[config.mk]
export PLATFORM = sky130hd
export DESIGN_NAME = quad_step_decoder
export DESIGN_NICKNAME = d
export VERILOG_FILES = /design/src/rtl/quad_step_decoder.sv
export SDC_FILE = /design/constraint.sdc
export NUM_CORES = 1
export LEC_CHECK = 0
export CORE_MARGIN = 3
export CORE_UTILIZATION = 60
export CTS_CLUSTER_DIAMETER = 120
export DETAILED_ROUTE_END_ITERATION = 7
export PLACE_DENSITY = 0.82
export SLEW_MARGIN = 15
export SYNTH_ARGS = -nofsm -noshare
export SYNTH_HDL_FRONTEND = slang
export SYNTH_SLANG_ARGS = --single-unit
[constraint.sdc]
create_clock -name clk -period 3.6 [get_ports clk]
set_input_delay 0.72 -clock clk [delete_from_list [all_inputs] [get_ports clk]]
set_output_delay 0.72 -clock clk [all_outputs]
set_load 0.01 [all_outputs]
[src/rtl/quad_step_decoder.sv]
// rtl/quad_step_decoder.sv - quadrature encoder conditioner: sync, debounce, Gray decode, one step per detent
// Outputs drive an up/down counter: dir -> x input, hold -> h input (0 = count).
module quad_step_decoder #(
    parameter int DEBOUNCE_CYCLES  = 16,
    parameter int STEPS_PER_DETENT = 4,
    parameter int ERR_W            = 8
) (
    input  logic             clk,
    input  logic             rst,
    input  logic             a_in,
    input  logic             b_in,
    output logic             dir,
    output logic             hold,
    output logic             step,
    output logic             err,
    output logic [ERR_W-1:0] err_cnt
);
    localparam int              CW       = $clog2(DEBOUNCE_CYCLES + 1);
    localparam logic [CW-1:0]   CNT_LAST = CW'(DEBOUNCE_CYCLES - 1);
    localparam logic signed [4:0] ACC_TOP = 5'(STEPS_PER_DETENT);

    // Bit 1 carries channel A, bit 0 channel B throughout.
    logic [1:0]        sync_m;
    logic [1:0]        sync_s;
    logic [1:0]        deb;
    logic [1:0]        prev;
    logic [CW-1:0]     db_cnt [2];
    logic [CW-1:0]     stable_cnt;
    logic              init;
    logic signed [4:0] accum;

    logic [1:0]        mv;
    logic              inc;
    logic              dec;
    logic              bad;
    logic signed [4:0] acc_nxt;
    logic              step_up;
    logic              step_dn;

    // Gray code to linear position: 00->0, 01->1, 11->2, 10->3.
    function automatic logic [1:0] gray_pos(input logic [1:0] g);
        return {g[1], g[1] ^ g[0]};
    endfunction

    always_ff @(posedge clk or posedge rst) begin
        if (rst) begin
            sync_m <= '0;
            sync_s <= '0;
        end else begin
            sync_m <= {a_in, b_in};
            sync_s <= sync_m;
        end
    end

    always_ff @(posedge clk or posedge rst) begin
        if (rst) begin
            deb       <= '0;
            db_cnt[0] <= '0;
            db_cnt[1] <= '0;
        end else begin
            for (int i = 0; i < 2; i++) begin
                if (sync_s[i] == deb[i]) begin
                    db_cnt[i] <= '0;
                end else if (db_cnt[i] == CNT_LAST) begin
                    deb[i]    <= sync_s[i];
                    db_cnt[i] <= '0;
                end else begin
                    db_cnt[i] <= db_cnt[i] + CW'(1);
                end
            end
        end
    end

    // Decoding stays off until both channels have settled once after reset,
    // so whatever state the pins power up in is absorbed without an error.
    always_ff @(posedge clk or posedge rst) begin
        if (rst) begin
            init       <= 1'b1;
            stable_cnt <= '0;
        end else if (init) begin
            if (sync_s != deb) begin
                stable_cnt <= '0;
            end else if (stable_cnt == CNT_LAST) begin
                init <= 1'b0;
            end else begin
                stable_cnt <= stable_cnt + CW'(1);
            end
        end
    end

    always_comb begin
        mv      = gray_pos(deb) - gray_pos(prev);
        inc     = 1'b0;
        dec     = 1'b0;
        bad     = 1'b0;
        if (!init) begin
            case (mv)
                2'd1:    inc = 1'b1;
                2'd3:    dec = 1'b1;
                2'd2:    bad = 1'b1;
                default: ;
            endcase
        end
        acc_nxt = accum;
        if (inc) begin
            acc_nxt = accum + 5'sd1;
        end else if (dec) begin
            acc_nxt = accum - 5'sd1;
        end
        step_up = (acc_nxt == ACC_TOP);
        step_dn = (acc_nxt == -ACC_TOP);
    end

    always_ff @(posedge clk or posedge rst) begin
        if (rst) begin
            prev    <= '0;
            accum   <= '0;
            dir     <= 1'b1;
            hold    <= 1'b1;
            step    <= 1'b0;
            err     <= 1'b0;
            err_cnt <= '0;
        end else begin
            prev <= deb;
            err  <= bad;
            step <= step_up | step_dn;
            hold <= ~(step_up | step_dn);
            if (step_up) begin
                dir <= 1'b1;
            end else if (step_dn) begin
                dir <= 1'b0;
            end
            if (bad || step_up || step_dn) begin
                accum <= '0;
            end else begin
                accum <= acc_nxt;
            end
            if (bad && (err_cnt != '1)) begin
                err_cnt <= err_cnt + ERR_W'(1);
            end
        end
    end

endmodule
==> Word level (Yosys, flattened, before mapping) <==
Index checks and enable logic that the tools add are counted.
{ "word_totals": {"wordCells": 68, "output_inout_bits": 12, "inputBits": 4, "register_bits": 41} }
{ "op_classes": {"n_mux": 20, "n_addsub": 7, "n_reduce_logical": 7, "bitwise_logic": 6, "eq_ne": 13} }
{ "op_table": {"columns": ["op", "n"], "rows": [
  ["$mux 5", 9],
  ["$eq 5x4->1 const B", 4],
  ["$add 5x1->5 const B", 3],
  ["$mux 1", 11],
  ["$add 8x1->8 const B", 1],
  ["$ne 8x8->1 const B", 1],
  ["$reduce_and 2->1", 3],
  ["$add 5x2->5 const B", 1],
  ["$eq 5x3->1 const B", 1],
  ["$sub 5x2->5 const B", 1],
  ["$eq 2x2->1 const B", 2],
  ["$not 1->1", 3],
  ["$eq 1x1->1", 2],
  ["$eq 2x1->1 const B", 1],
  ["$logic_or 1x1->1", 2],
  ["$ne 2x2->1", 1],
  ["$ne 2x2->1 const B", 1],
  ["$reduce_bool 2->1", 1],
  ["$sub 2x2->2", 1],
  ["$xor 1x1->1", 2],
  ["$logic_and 1x1->1", 1],
  ["$or 1x1->1", 1]
]} }

==> Logic depth before layout (Yosys ltp) <==
Gate-level depths: netlist of the first run.
{ "logic_depth": {"ltp_word": 11, "depth_mapped": 8, "mapped_depth_nobuf": 8} }

==> Worst setup path after synthesis of the first run <==
OpenSTA, ideal clock, no wires.
{ "synth_timing": {"path_kind": "flip-flop to flip-flop", "start": "reg deb[1]", "end": "reg accum[2]", "stages_incl_launch_ff": 9, "n_path_buf": 0, "setup_time_ps": 129, "required_time_ps": 3471, "t_arrival_ps": 2043, "setup_slack_ps": 1428, "period_less_slack_ps": 2172, "cell_sequence": "dfrtp_1 -> xnor2_1 -> ha_1 -> nor2_1 -> nand4bb_1 -> o22ai_1 -> xor2_1 -> xor2_1 -> a21oi_1"} }
{ "synth_via": {"elab_chain_len": 11, "word_cells_on_any_way": 18, "cone_classes": "add/sub (1); eq/ne (5); mux (9); bitwise (1); reduce/logical (2)"} }
{ "synth_rtl": {"columns": ["item", "line_no", "source"], "rows": [
  ["start: declaration", "25", "logic [1:0] deb;"],
  ["start signal: indexed assignment", "65", "deb[i] <= sync_s[i];"],
  ["$xor 1x1->1", "42", "return {g[1], g[1] ^ g[0]};"],
  ["$sub 2x2->2 *", "92", "mv = gray_pos(deb) - gray_pos(prev);"],
  ["$eq 2x2->1", "97", "case (mv)"],
  ["$mux 1", "97", null],
  ["$mux 1", "96", "if (!init) begin"],
  ["$mux 5", "107", "end else if (dec) begin"],
  ["$mux 5", "105", "if (inc) begin"],
  ["$eq 5x4->1", "110", "step_up = (acc_nxt == ACC_TOP);"],
  ["$logic_or 1x1->1 (2 in series)", "133", "if (bad || step_up || step_dn) begin"],
  ["$mux 5 *", "133", null],
  ["end signal: assignment", "136", "accum <= acc_nxt;"],
  ["end: declaration", "30", "logic signed [4:0] accum;"]
]} }
Every way passes the cells marked *; elsewhere a longest branch is shown, timed or not.
A chain may end at the register's enable or synchronous reset.

==> Worst setup path after layout of the first run <==
Same ends and word-level chain as after synthesis.

==> results.cfg, run 1 <==
[run_status]
status = completed

[hold_path]
whs_endpoint = sync_s[0]$_DFF_PP0_
hp-class = reg -> reg
worstHoldStart = sync_m[0]$_DFF_PP0_
hold_depth = 0

[synthesis]
syn-instance-count = 163
ys_seq_area_frac = 0.5561
synth.distinct_cells = 35
synth_seq_cells = 41
yosysWarnings = 0
syn_area_um2 = 1852
ys_top_cells_by_area = dfrtp_1 (51%), ha_1 (5.4%), xor2_1 (5.2%)
synth.avg_cell_area_um2 = 11.36
synth_top_area_frac = 0.5135
synth_top_area_cell = dfrtp_1
syn_nets = 175

[worst_setup_path]
path_buf_inv = 0
critPathMaxStageDelay_ns = 0.46
reg2reg_depth = 8
critPathKind = reg -> reg
cp_max_fo = 6
cp_cell_sequence = xnor2_1 -> ha_1 -> nor2_1 -> nand4bb_1 -> o22ai_1 -> xor2_1 -> xor2_1 -> a21oi_1
reg2reg_slack_ns = 1.13
rr_startpoint = deb[1]$_DFFE_PP0P_
cp_common_cell = xor2_1
r2r_end = accum[2]$_DFF_PP0_
worstSetupEndpointType = flop
path_depth = 8
worstPathArrival_ns = 2.70
crit_family = XOR/XNOR gates
cpMaxStageDelayCell = dfrtp_1
cp-start-kind = flop
critPathRequiredTime_ns = 3.83

[detailed_routing]
ant_nets = 0
wl_per_cell_um = 13.98
via_per_inst = 5.488
routed_wl_um = 3034
drc_errors = 0
route.vias.total = 1191
drt_iter0_drc = 55
drt-pass1-iter-count = 4

[global_route]
grtUsageTotal = 0.1930
grt_max_degree = 42
grt_pass1_wl_um = 5333
antenna_found_initial = 0
overflow = 0
first_global_vias = 1253

[power]
finalPower_w = 0.0007515
leakage_nw = 1.020
cellPowerDensity_nw_per_um2 = 357.9
ir_drop_uv = 270.2

[floorplanning]
std_cell_rows = 19
die_x_um = 61.56
die-area_um2 = 3789
start_util = 0.6491
die_h_um = 61.56
pin_count = 16
fp.coreArea_um2 = 2853

[place]
io_buffers = 15
dp.final_hpwl_um = 2220
dp_cells = 209
globalplace.congestion = 0.8201

[sta]
fin_skew_ns = 0.008417
min_period_ns = 2.466
fin_tns_setup_ns = 0
fmax_mhz = 405.6
final.period_utilization = 0.6849
tightest_slew_ns = 0.5793
relSlewSlack = 0.6138
finalSetupViolations = 0
drv_slew = 0
final-hold-violation-count = 0
grt_setup_unrepaired = no
hold-worst-slack_ns = 0.3648

[finish]
instances_no_fill = 217
n_fill_cell = 203
num-nets-final = 197
post-route-util = 0.7360
antenna_cells = 0
syn2layout_area_growth_pct = 13.38
drive_gt1_frac = 0.1022

[clock_network]
clkSinkCount = 41
cts_setup_buffers = 0
clk_latency_ns = 0.34
cts.htree.levels = 2
clk_path_buf_depth = 2
numCtsBuffers = 5
clk_pin_slew_ns = 0.11
cts_tree = done
cts_root_buf = clkbuf_4
ctsResizeCount = 0
hold_buffers = 0

[run]
maxCapViolations = 0
how the worst max path moves through the flow:
stage,start,to,slack (ns)
5_1_grt,deb[1]$_DFFE_PP0P_,accum[2]$_DFF_PP0_,0.88
3_5_place_dp,deb[1]$_DFFE_PP0P_,accum[2]$_DFF_PP0_,1.15
4_1_cts,deb[1]$_DFFE_PP0P_,accum[2]$_DFF_PP0_,1.13
6_report,deb[1]$_DFFE_PP0P_,accum[2]$_DFF_PP0_,1.13
2_1_floorplan,deb[1]$_DFFE_PP0P_,accum[2]$_DFF_PP0_,1.43
3_3_place_gp,deb[1]$_DFFE_PP0P_,accum[2]$_DFF_PP0_,1.32
synth_stat cells (all sizes together):
library cell and number:
nand4 2, xnor2 9, or3 1, or2 1, and4 2, a21oi 3
buf 1, nor3 1, xor2 12, dfstp 3, xnor3 1, nand2b 1
and3 5, dfrtp 38, nor4 1, nand3 5, nand4b 1, ha 8
o22ai 3, o31ai 2, and2 4, nand2 17, inv 11, a311oi 1
nor3b 2, nand4bb 1, nor2 12, a211oi 1, mux2i 1, mux2 3
nor2b 1, o21ai 9
power by group:
part           leakage (nW)  internal (W)  switching [W]
Combinational         0.439     0.0000162      0.0000221
Clock                0.0326     0.0000965       0.000137
Sequential            0.548      0.000470     0.00000930
Total                  1.02      0.000583       0.000168
metal layers:
metal	up-vias	wire [um]	global-route usage	part of all wire
met4	0	50	0.07879	0.016
met1	580	1350	0.2273	0.44
met3	7	106	0.05870	0.035
met5	-	0	0	0
li1	592	-	-	-
met2	12	1527	0.3274	0.50
placed cells by master (no fill, tap or decap), drive strengths merged:
cell type / count
dfrtp: 38
nand2: 17
clkdlybuf4s50: 15
nor2: 12
xor2: 12
inv: 11
xnor2: 9
o21ai: 9
ha: 8
clkbuf: 8
and3: 5
nand3: 5
and2: 4
o22ai: 3
a21oi: 3
mux2: 3
dfstp: 3
o31ai: 2
nor3b: 2
nand4: 2
and4: 2
nand4b: 1
nand2b: 1
xnor3: 1
a311oi: 1
nand4bb: 1
or3: 1
mux2i: 1
nor4: 1
a211oi: 1
nor2b: 1
nor3: 1
or2: 1
buf: 1
logic make-up (layout without fill, tap and decap cells):
| group | after synthesis | in the layout | synth area share |
|---|---|---|---|
| adder cells (fa/ha/maj) | 8 | 8 | 0.05406 |
| flip-flops | 41 | 41 | 0.5561 |
| XOR/XNOR | 22 | 22 | 0.1162 |
| AND/OR/NAND/NOR | 57 | 57 | 0.1588 |
| buffers and inverters | 12 | 35 | 0.02635 |
| AO/OA/AOI/OAI | 19 | 19 | 0.06486 |
| multiplexers | 4 | 4 | 0.02365 |
final cells by class:
cell class                 instances  area, um^2  share of cell area
tap                               31       38.79             0.01847
multi-input combinational        110       773.2              0.3683
timing repair buffer              16       157.7             0.07509
sequential                        41        1030              0.4905
inverter                          11       41.29             0.01967
clock buffer                       8       58.81             0.02801
stage by stage:
| stage | worst slack (ns) | instance area, um^2 |
|---|---|---|
| finish | 1.134 | 2100 |
| global placement | 1.324 | 2041 |
| floorplan | 1.428 | 1852 |
| CTS | 1.127 | 2100 |
| global route | 0.8824 | 2100 |
| detailed placement | 1.150 | 2041 |
sequential cells by signal (all words and copies together) (netlist names):
| signal | count |
|---|---|
| hold | 1 |
| step | 1 |
| err | 1 |
| deb | 2 |
| sync_s | 2 |
| stable_cnt | 5 |
| accum | 5 |
| prev | 2 |
| db_cnt | 10 |
| init | 1 |
| sync_m | 2 |
| err_cnt | 8 |
| dir | 1 |
(Power assumes the default switching activity.)
==> run 2, diff against run 1 <==
- CORE_UTILIZATION: 60 -> 56
- PLACE_DENSITY: 0.82 -> 0.78
- clock period: 3.6 -> 2.6 ns (I/O delays scaled with it)
==> results.cfg, run 2 (synthesis results as in run 1) <==
[global_route]
antenna_found_initial = 0
first_global_vias = 1247
grtUsageTotal = 0.1711
overflow = 0
grt_pass1_wl_um = 5278
grt_max_degree = 42

[worst_setup_path]
worstPathArrival_ns = 2.52
worstSetupEndpointType = flop
cpMaxStageDelayCell = dfrtp_1
cp-start-kind = flop
critPathKind = reg -> reg
critPathMaxStageDelay_ns = 0.45
cp_max_fo = 5
critPathRequiredTime_ns = 2.84
cp_cell_sequence = xnor2_1 -> ha_1 -> nor3b_1 -> nand2_1 -> o22ai_1 -> xor2_2 -> xor2_1 -> a21oi_1

[finish]
largest_reg_flops = 10
largest_registers = db_cnt (10), err_cnt (8)
final_common_cell = dfrtp_1
num-nets-final = 199
top_register = db_cnt
instances_no_fill = 232
drive_gt1_frac = 0.1117
n_fill_cell = 258
syn2layout_area_growth_pct = 14.93
antenna_cells = 0
final_cell_mix = dfrtp_1 (38), nand2_1 (17), clkdlybuf4s50_1 (15), nor2_1 (12), inv_1 (11)

[place]
dp.final_hpwl_um = 2193
globalplace.congestion = 0.8361
dp_cells = 224
io_buffers = 15
place_ws_ns = 0.2778

[run]
maxCapViolations = 0

[power]
ir_drop_uv = 353.8
leakage_nw = 1.024
cellPowerDensity_nw_per_um2 = 478.1

[sta]
tightest_slew_ns = 0.4829
final.period_utilization = 0.8742
finalSetupViolations = 0
fin_skew_ns = 0.01274
fin_tns_setup_ns = 0
fmax_mhz = 440.0
final-hold-violation-count = 0
min_period_ns = 2.273
drv_slew = 0
worst_slack_ns = 0.3272
relSlewSlack = 0.6781
grt_setup_unrepaired = no

[floorplanning]
start_util = 0.5968
fp.coreArea_um2 = 3103
std_cell_rows = 20
die_x_um = 63.51
die-area_um2 = 4033
pin_count = 16
die_h_um = 63.51

[detailed_routing]
wl_met3_um = 105
route.vias.total = 1193
drt-pass1-iter-count = 4
drc_errors = 0
wl_per_cell_um = 12.71
ant_nets = 0
via_per_inst = 5.142
drt_iter0_drc = 61
top_layer_used = met4
wl_met2_um = 1491
routed_wl_um = 2949
routedLengthMet1_um = 1302

[clock_network]
ctsResizeCount = 0
hold_buffers = 0
cts_root_buf = clkbuf_4
clk_latency_ns = 0.35
cts_setup_buffers = 0
clk_pin_slew_ns = 0.12
clkSinkCount = 41
cts_tree = done
numCtsBuffers = 5
cts.htree.levels = 2
clk_path_buf_depth = 2

[hold_path]
hp-class = reg -> reg

[run_status]
status = completed
run 2: final timing paths:
kind	cells after the start	startpoint	to	slack (ns)
setup / recovery	8	deb[1]$_DFFE_PP0P_	accum[2]$_DFF_PP0_	0.33
hold / removal	0	sync_m[0]$_DFF_PP0_	sync_s[0]$_DFF_PP0_	0.36
setup reg to reg	8	deb[1]$_DFFE_PP0P_	accum[2]$_DFF_PP0_	0.33
hold reg to reg	0	sync_m[0]$_DFF_PP0_	sync_s[0]$_DFF_PP0_	0.36
max in group asynchronous	3	rst	init$_DFF_PP1_	1.66
min in group asynchronous	3	rst	err$_DFF_PP0_	0.57
run 2: area by class of cell:
| type | count | area [um^2] | area share |
|---|---|---|---|
| Timing Repair Buffer | 18 | 172.7 | 0.08113 |
| Sequential cell | 41 | 1030 | 0.4838 |
| Inverter | 11 | 41.29 | 0.01940 |
| Tap cell | 44 | 55.05 | 0.02587 |
| Clock buffer | 8 | 48.80 | 0.02293 |
| Multi-Input combinational cell | 110 | 780.7 | 0.3668 |
run 2: per-stage QoR:
stage | utilization | total power (W) | instance area, um^2 | hold slack (ns)
2_1_floorplan | - | 0.0007089 | 1852 | 0.3312
3_3_place_gp | 0.6677 | 0.0007256 | 2072 | 0.3337
3_5_place_dp | 0.6677 | 0.0007298 | 2072 | 0.3355
4_1_cts | 0.6835 | 0.001029 | 2121 | 0.3630
5_1_grt | 0.6859 | 0.001068 | 2128 | 0.3715
6_report | 0.6859 | 0.001018 | 2128 | 0.3631
run 2: report_power, final:
group          internal, W  switching (W)  leakage [nW]
Combinational    0.0000225      0.0000293         0.450
Sequential        0.000651      0.0000128         0.548
Clock             0.000108       0.000194        0.0265
Total             0.000782       0.000236          1.02
run 2: critical path, delay by kind of cell, from the launching register on:
family	cells	cell delay, ns
flip-flops	1	0.45
adder cells (fa/ha/maj)	1	0.36
XOR/XNOR	3	0.64
AND/OR/NAND/NOR	2	0.39
AO/OA/AOI/OAI	2	0.33
run 2: routing by layer:
metal | vias up | GRT usage
li1 | 593 | -
met2 | 13 | 0.2960
met3 | 5 | 0.06417
met5 | - | 0
met4 | 0 | 0.06469
met1 | 582 | 0.1899
